`config.mk`:
```
export PLATFORM = sky130hd
export DESIGN_NAME = memtest_sequencer
export DESIGN_NICKNAME = d
export VERILOG_FILES = /design/src/rtl/memtest_sequencer.sv
export SDC_FILE = /design/constraint.sdc
export NUM_CORES = 1
export LEC_CHECK = 0
export CAP_MARGIN = 20
export CORE_UTILIZATION = 39
export CTS_CLUSTER_DIAMETER = 200
export CTS_CLUSTER_SIZE = 28
export DETAILED_ROUTE_END_ITERATION = 10
export GPL_TIMING_DRIVEN = 0
export HOLD_SLACK_MARGIN = 0.15
export PLACE_DENSITY = 0.75
export SLEW_MARGIN = 20
export SYNTH_ARGS = -nofsm -noshare
export SYNTH_HDL_FRONTEND = slang
export SYNTH_SLANG_ARGS = --single-unit
```
`constraint.sdc`:
```
create_clock -name clk -period 1.45 [get_ports clk]
set_input_delay 0.29 -clock clk [delete_from_list [all_inputs] [get_ports clk]]
set_output_delay 0.29 -clock clk [all_outputs]
set_load 0.02 [all_outputs]
```
`src/rtl/memtest_sequencer.sv`:
```
// Run controller for the memtest BIST datapath: sequences reset, write/read sweeps,
// a settle window and a go-flag check, and keeps pass/fail statistics.
module memtest_sequencer #(
  parameter int ADDR_W = 5,
  parameter int SIG_W  = 32,
  parameter int SETTLE = 3,
  parameter int CNT_W  = 8
) (
  input  logic             clk,
  input  logic             rst,
  input  logic             start,
  input  logic             abort,
  input  logic             clr_stats,
  input  logic [SIG_W-1:0] ref_in,
  input  logic             go,
  output logic             mt_rst,
  output logic             test,
  output logic [SIG_W-1:0] ref_sig,
  output logic             busy,
  output logic             done,
  output logic             pass,
  output logic [CNT_W-1:0] fail_cnt
);

  typedef enum logic [2:0] {
    S_IDLE, S_CLR, S_WRITE, S_READ, S_SETTLE, S_CHECK
  } state_t;

  localparam logic [ADDR_W:0] SWEEP_LAST  = {1'b0, {ADDR_W{1'b1}}};
  localparam logic [ADDR_W:0] SETTLE_LAST = (ADDR_W+1)'(SETTLE - 1);

  state_t            r_state;
  state_t            w_state_next;
  logic [ADDR_W:0]   r_cnt;
  logic              w_accept;
  logic              w_finish;
  logic              w_mt_rst;
  logic              w_test;

  always_ff @(posedge clk or negedge rst) begin
    if (!rst) begin
      r_state <= S_IDLE;
      r_cnt   <= '0;
    end else begin
      r_state <= w_state_next;
      // Counter restarts on every state entry so each phase counts from 0.
      r_cnt   <= (w_state_next != r_state) ? '0 : r_cnt + 1'b1;
    end
  end

  always_comb begin
    w_state_next = r_state;
    w_accept     = 1'b0;
    w_mt_rst     = 1'b0;
    w_test       = 1'b0;
    case (r_state)
      S_IDLE: begin
        w_mt_rst = 1'b1;
        if (start && !abort) begin
          w_accept     = 1'b1;
          w_state_next = S_CLR;
        end
      end
      S_CLR: begin
        w_mt_rst     = 1'b1;
        w_state_next = S_WRITE;
      end
      S_WRITE: begin
        w_test = 1'b1;
        if (r_cnt == SWEEP_LAST) w_state_next = S_READ;
      end
      S_READ: begin
        w_test = 1'b1;
        if (r_cnt == SWEEP_LAST) w_state_next = S_SETTLE;
      end
      S_SETTLE: begin
        if (r_cnt == SETTLE_LAST) w_state_next = S_CHECK;
      end
      S_CHECK: begin
        w_state_next = S_IDLE;
      end
      default: begin
        w_mt_rst     = 1'b1;
        w_state_next = S_IDLE;
      end
    endcase
    if (abort && r_state != S_IDLE) w_state_next = S_IDLE;
  end

  // An abort landing on the CHECK cycle discards the result entirely.
  assign w_finish = (r_state == S_CHECK) && !abort;

  always_ff @(posedge clk or negedge rst) begin
    if (!rst) begin
      ref_sig  <= '0;
      done     <= 1'b0;
      pass     <= 1'b0;
      fail_cnt <= '0;
    end else begin
      done <= w_finish;
      if (w_accept) ref_sig <= ref_in;
      if (w_finish) pass <= go;
      if (clr_stats)
        fail_cnt <= '0;
      else if (w_finish && !go && fail_cnt != {CNT_W{1'b1}})
        fail_cnt <= fail_cnt + 1'b1;
    end
  end

  assign mt_rst = w_mt_rst;
  assign test   = w_test;
  assign busy   = (r_state != S_IDLE);

endmodule
```
# Word-level counts from Yosys, hierarchy flattened
# Cells that the tools add are included.
# word_totals
word_cells,42
inputBits,38
regBits,51
# classes
n_addsub,2
n_reduce_logical,12
n_eq_ne,9
n_mux,13
# op_table
operator,n
$mux 8,2
$mux 3,5
$pmux 3 s5,1
$add 8x1->8 const B,1
$ne 8x8->1 const B,1
$add 6x1->6 const B,1
$eq 3x2->1 const B,2
$eq 3x3->1 const B,2
$eq 6x2->1 const B,1
$eq 6x5->1 const B,1
$mux 6,1
$logic_and 1x1->1,5
$mux 1,4
$reduce_or 4->1,1
$eq 3x1->1 const B,1
$logic_not 3->1,1
$ne 3x3->1,1
$reduce_bool 3->1,1
$logic_not 1->1,2
$reduce_bool 2->1,1
$reduce_or 2->1,1

# Depth between registers and ports, before layout
# logic_depth
depth_word,7
mapped_depth,6
depth_no_buf,6

# Worst setup path before layout
# No wires, ideal clock.
# synth_timing
kind,register -> register
from,reg fail_cnt[0]
to,reg fail_cnt[3]
path_stages_with_launch,7
slack_ps,-145
path_buffers,1
synth_period_minus_slack_ps,1595
setup_ps,78
t_arrival_ps,1518
cell_sequence,dfrtp_1 -> ha_1 -> nand3_1 -> o211ai_2 -> buf_6 -> or3_1 -> a21oi_1
# synth_between
elab_chain_cells,3
# synth_rtl
item,line,source
start: declaration,22,output logic [CNT_W-1:0] fail_cnt
start signal: assignment,106,fail_cnt <= fail_cnt + 1'b1;
$add 8x1->8 or $ne 8x8->1 (tied branches),"106, 105",
$mux 8 or $logic_and 1x1->1 (tied branches),105,else if (w_finish && !go && fail_cnt != {CNT_W{1'b1}})
$mux 8 or $reduce_bool 2->1 (tied branches),n/a,
# Parallel ways exist; a longest one is shown, timed or not. The select of a mux whose other input is x is not followed.
# A chain may end at the register's enable or synchronous reset.

# Final worst setup path
# layout_timing
from,reg r_state[1]
to,reg fail_cnt[7]
# layout_between
elab_chain_cells,5
# layout_rtl
item,line,source
start: declaration,32,state_t r_state;
start signal: assignment,45,r_state <= w_state_next;
$eq 3x3->1,91,assign w_finish = (r_state == S_CHECK) && !abort;
$logic_and 1x1->1,91,
net w_finish,36,logic w_finish;
$logic_and 1x1->1 (2 in a row),105,
$reduce_bool 2->1 (no line),n/a,
# The timed path passes the listed nets, and every way through them passes these cells.

==> out/metrics.csv <==
stage,metric,value,unit
route,initial DRC count,73,
global_route,met1 Use GR,19.4,%
die,I/O Pins,83,
setup_path,Critical Path RT,1.68,ns
timing,Hold Fails Final Rpt,0,
worst_hold_path,worst hold path class,input port to flop,
die,Initial Util,41.4,%
global_route,GRT Util Overall,16.6,%
clock_tree,H-tree depth,2,
clock_tree,clock buffer count from CTS,5,
timing,min cycle time layout,1.65,ns
placement,DP Wirelength,3100,um
global_route,vias in the first global route,1780,
timing,unrepaired setup endpoints after global routing,yes,
global_route,largest net degree at the start of global routing,52,
global_route,total grt overflow,0,
timing,normalized max-slew margin,58.4,%
final_layout,"non-filler cells, final",339,
logic_synthesis,sequential share of the synthesized area,58.9,%
power_and_ir_drop,maximum vdd drop,0.733,mV
die,core area,5240,sq um
route,Post-Route WL,4500,um
placement,placed insts,320,
logic_synthesis,post-synth cell types,32,
global_route,first-pass GRT wire length,7830,um
final_layout,area occupied by multi-input gates,925,sq um
route,via count,1655,
logic_synthesis,Post-Syn Area,2170,sq um
final_layout,layout cell share with drive strength beyond 1,29.7,%
route,Post-DRT Antenna Nets,0,
final_layout,fin nets,309,
final_layout,fill count,455,
setup_path,CP max FO,5,
logic_synthesis,syn_nets,210,
outcome,status,finished with violations,
die,Die Y,76.6,um
timing,Final Max Tran Viols,0,
clock_tree,CTS root buf,clkbuf_8,
power_and_ir_drop,P_leak,0.00147,uW
clock_tree,CTS tree,yes,
timing,post-route setup slack,-0.204,ns
route,average wire per standard cell,13.3,um
outcome,failing checks,setup timing,
global_route,busiest grt layer,met2,
timing,Final Cycle Share,114,%
power_and_ir_drop,Cell Pwr Density,1150,nW/um^2
route,routed vias/inst,4.88,
logic_synthesis,"Warnings, synthesis",0,
timing,Final TNS setup,-2.81,ns
timing,skew final,0.00480,ns
clock_tree,CTS Buffer Depth,2,
clock_tree,worst skew pair latency,0.30,ns
final_layout,FF/Latch Area,1280,sq um
final_layout,diodes inserted,0,
logic_synthesis,Synth Instances,169,
clock_tree,Clock Pin Slew Worst Setup and Hold Paths,0.09,ns
timing,final setup vio count,39,
placement,port bufs,81,
timing,f_max,605,MHz
setup_path,arrival time at the worst endpoint,1.88,ns
die,overall die width,76.6,um
route,first-pass iteration count of the detailed router,4,
placement,routability congestion estimate,0.749,
setup_path,Worst R2R Setup Slack,-0.20,ns
setup_path,critical path launch point type,flop,
die,Site Rows,26,
setup_path,critical path class,flop to flop,
flow_run,maxcap violations,0,
route,number of remaining DRC errors,0,
global_route,M3 GR Usage,4.55,%
final_layout,Syn-to-layout area delta,52.9,%
logic_synthesis,synthesized flop and latch total,51,
global_route,GRT met2 Usage,28.9,%
die,Total Die Area,5860,sq um
global_route,initial antenna violation count,0,
timing,worst slew pin tran,0.624,ns
setup_path,Crit. End Element,flop,
logic_synthesis,synthesized area per cell,12.8,sq um
clock_tree,clk sinks,51,
==> cells by family (layout without fill, tap and decap cells) <==
family | count (synthesis) | after routing | synth area share, %
multiplexers | 33 | 33 | 17.1
flip-flops | 51 | 51 | 58.9
AND/OR/NAND/NOR | 46 | 46 | 11.5
adder cells (fa/ha/maj) | 3 | 3 | 1.73
AO/OA/AOI/OAI | 18 | 18 | 5.19
buffers and inverters | 11 | 111 | 2.83
XOR/XNOR | 7 | 7 | 2.83
==> through the flow <==
| step | total power, uW | area [sq um] | util, % | hold WS, ns | setup slack [ns] |
|---|---|---|---|---|---|
| 2_1_floorplan | 2430 | 2170 | - | -0.00559 | -0.118 |
| 3_3_place_gp | 3060 | 3070 | 58.6 | 0.477 | -1.65 |
| 6_report | 3800 | 3320 | 63.3 | 0.291 | -0.204 |
| 4_1_cts | 3810 | 3220 | 61.5 | 0.348 | -0.233 |
| 3_5_place_dp | 3080 | 3070 | 58.6 | 0.364 | -0.577 |
| 5_1_grt | 4020 | 3320 | 63.3 | 0.311 | -0.234 |
==> critical path, stage by stage, from the launching register on <==
cell and delay [ns]:
dfrtp_1 0.40, buf_6 0.13, and4bb_4 0.32, o211ai_4 0.08, or4_1 0.52, a21oi_2 0.14
==> synth_stat cells <==
| library cell | instances | share of area (%) |
|---|---|---|
| nor4bb_1 | 1 | 0.46 |
| nand2b_1 | 1 | 0.29 |
| mux2i_1 | 1 | 0.46 |
| buf_2 | 4 | 0.92 |
| o31ai_1 | 2 | 0.69 |
| o21ai_0 | 3 | 0.69 |
| o211ai_2 | 1 | 0.58 |
| or3b_2 | 1 | 0.40 |
| a211oi_1 | 1 | 0.35 |
| xnor2_1 | 4 | 1.6 |
| o22ai_1 | 1 | 0.29 |
| nand2_1 | 6 | 1.0 |
| nor2_1 | 14 | 2.4 |
| buf_1 | 1 | 0.17 |
| nand3_1 | 6 | 1.4 |
| a21oi_1 | 8 | 1.8 |
| nand4_1 | 3 | 0.87 |
| o211ai_1 | 1 | 0.35 |
| o2bb2ai_1 | 1 | 0.40 |
| mux2_2 | 32 | 17 |
| nor4_1 | 1 | 0.29 |
| buf_6 | 2 | 1.0 |
| xor2_1 | 3 | 1.2 |
| nor2b_1 | 2 | 0.58 |
| ha_1 | 3 | 1.7 |
| or3_1 | 5 | 1.4 |
| inv_1 | 4 | 0.69 |
| dfrtp_1 | 51 | 59 |
| and4_1 | 1 | 0.40 |
| or4_1 | 2 | 0.69 |
| nor3_1 | 2 | 0.46 |
| and4bb_4 | 1 | 0.75 |
==> where the power goes <==
group          switching (uW)  total, uW  leakage, uW  internal, uW
combinational             563       1120     0.000792           562
clock                     473        863    0.0000474           390
sequential                145       1810     0.000631          1670
total                    1180       3800      0.00147          2620
==> layer usage <==
layer | vias up | share of wire, % | wire length, um
met5 | - | 0 | 0
met4 | 0 | 1.6 | 72
met3 | 7 | 5.2 | 233
met2 | 48 | 51 | 2280
met1 | 810 | 42 | 1910
li1 | 790 | - | -
==> flip-flops by register name, summed over array words and instances, names as in the netlist <==
signal / flops
done: 1
fail_cnt: 8
pass: 1
r_cnt: 6
r_state: 3
ref_sig: 32
==> cell usage in the layout (no fill, tap or decap), types with 2 or more instances in the layout <==
master,instances
dfrtp_1,47
dlygate4sd2_1,41
clkdlybuf4s50_1,34
mux2_2,32
buf_4,14
nor2_1,11
buf_6,6
nand2_1,6
a21oi_1,6
clkbuf_8,6
or3_1,5
nand3_1,4
inv_1,4
dfrtp_2,4
nand4_1,3
nor2_2,3
xnor2_1,3
xor2_1,3
nor3_1,2
a21oi_2,2
nand3_2,2
o31ai_1,2
or4_1,2
o21ai_1,2
ha_4,2
==> final cells by class <==
type / instances / area share, %
multi-input combinational: 107 / 27.9
inverter: 4 / 0.453
buffer: 7 / 1.81
timing repair buffer: 92 / 25.6
clock inverter: 2 / 0.491
tap: 70 / 2.64
clock buffer: 6 / 2.49
sequential: 51 / 38.6
==> final timing paths <==
kind | from | endpoint | cells after the start
hold reg to reg | ref_sig[2] | ref_sig[2] | 1
hold / removal | abort | r_state[2] | 2
min in group asynchronous | rst | ref_sig[9] | 2
setup / recovery | r_state[1] | fail_cnt[7] | 5
max in group asynchronous | rst | fail_cnt[4] | 2
setup reg to reg | r_state[1] | fail_cnt[7] | 5
==> timing repair <==
item | CTS | global route
setup endpoints to repair | 87 | 51
setup buffers | 8 | 2
resized for setup | 70 | 19
hold endpoints to repair | 51 | 0
hold buffers | 1 | 0
cloned | 1 | 0
pin swaps | 10 | 12
(Power assumes the default switching activity.)
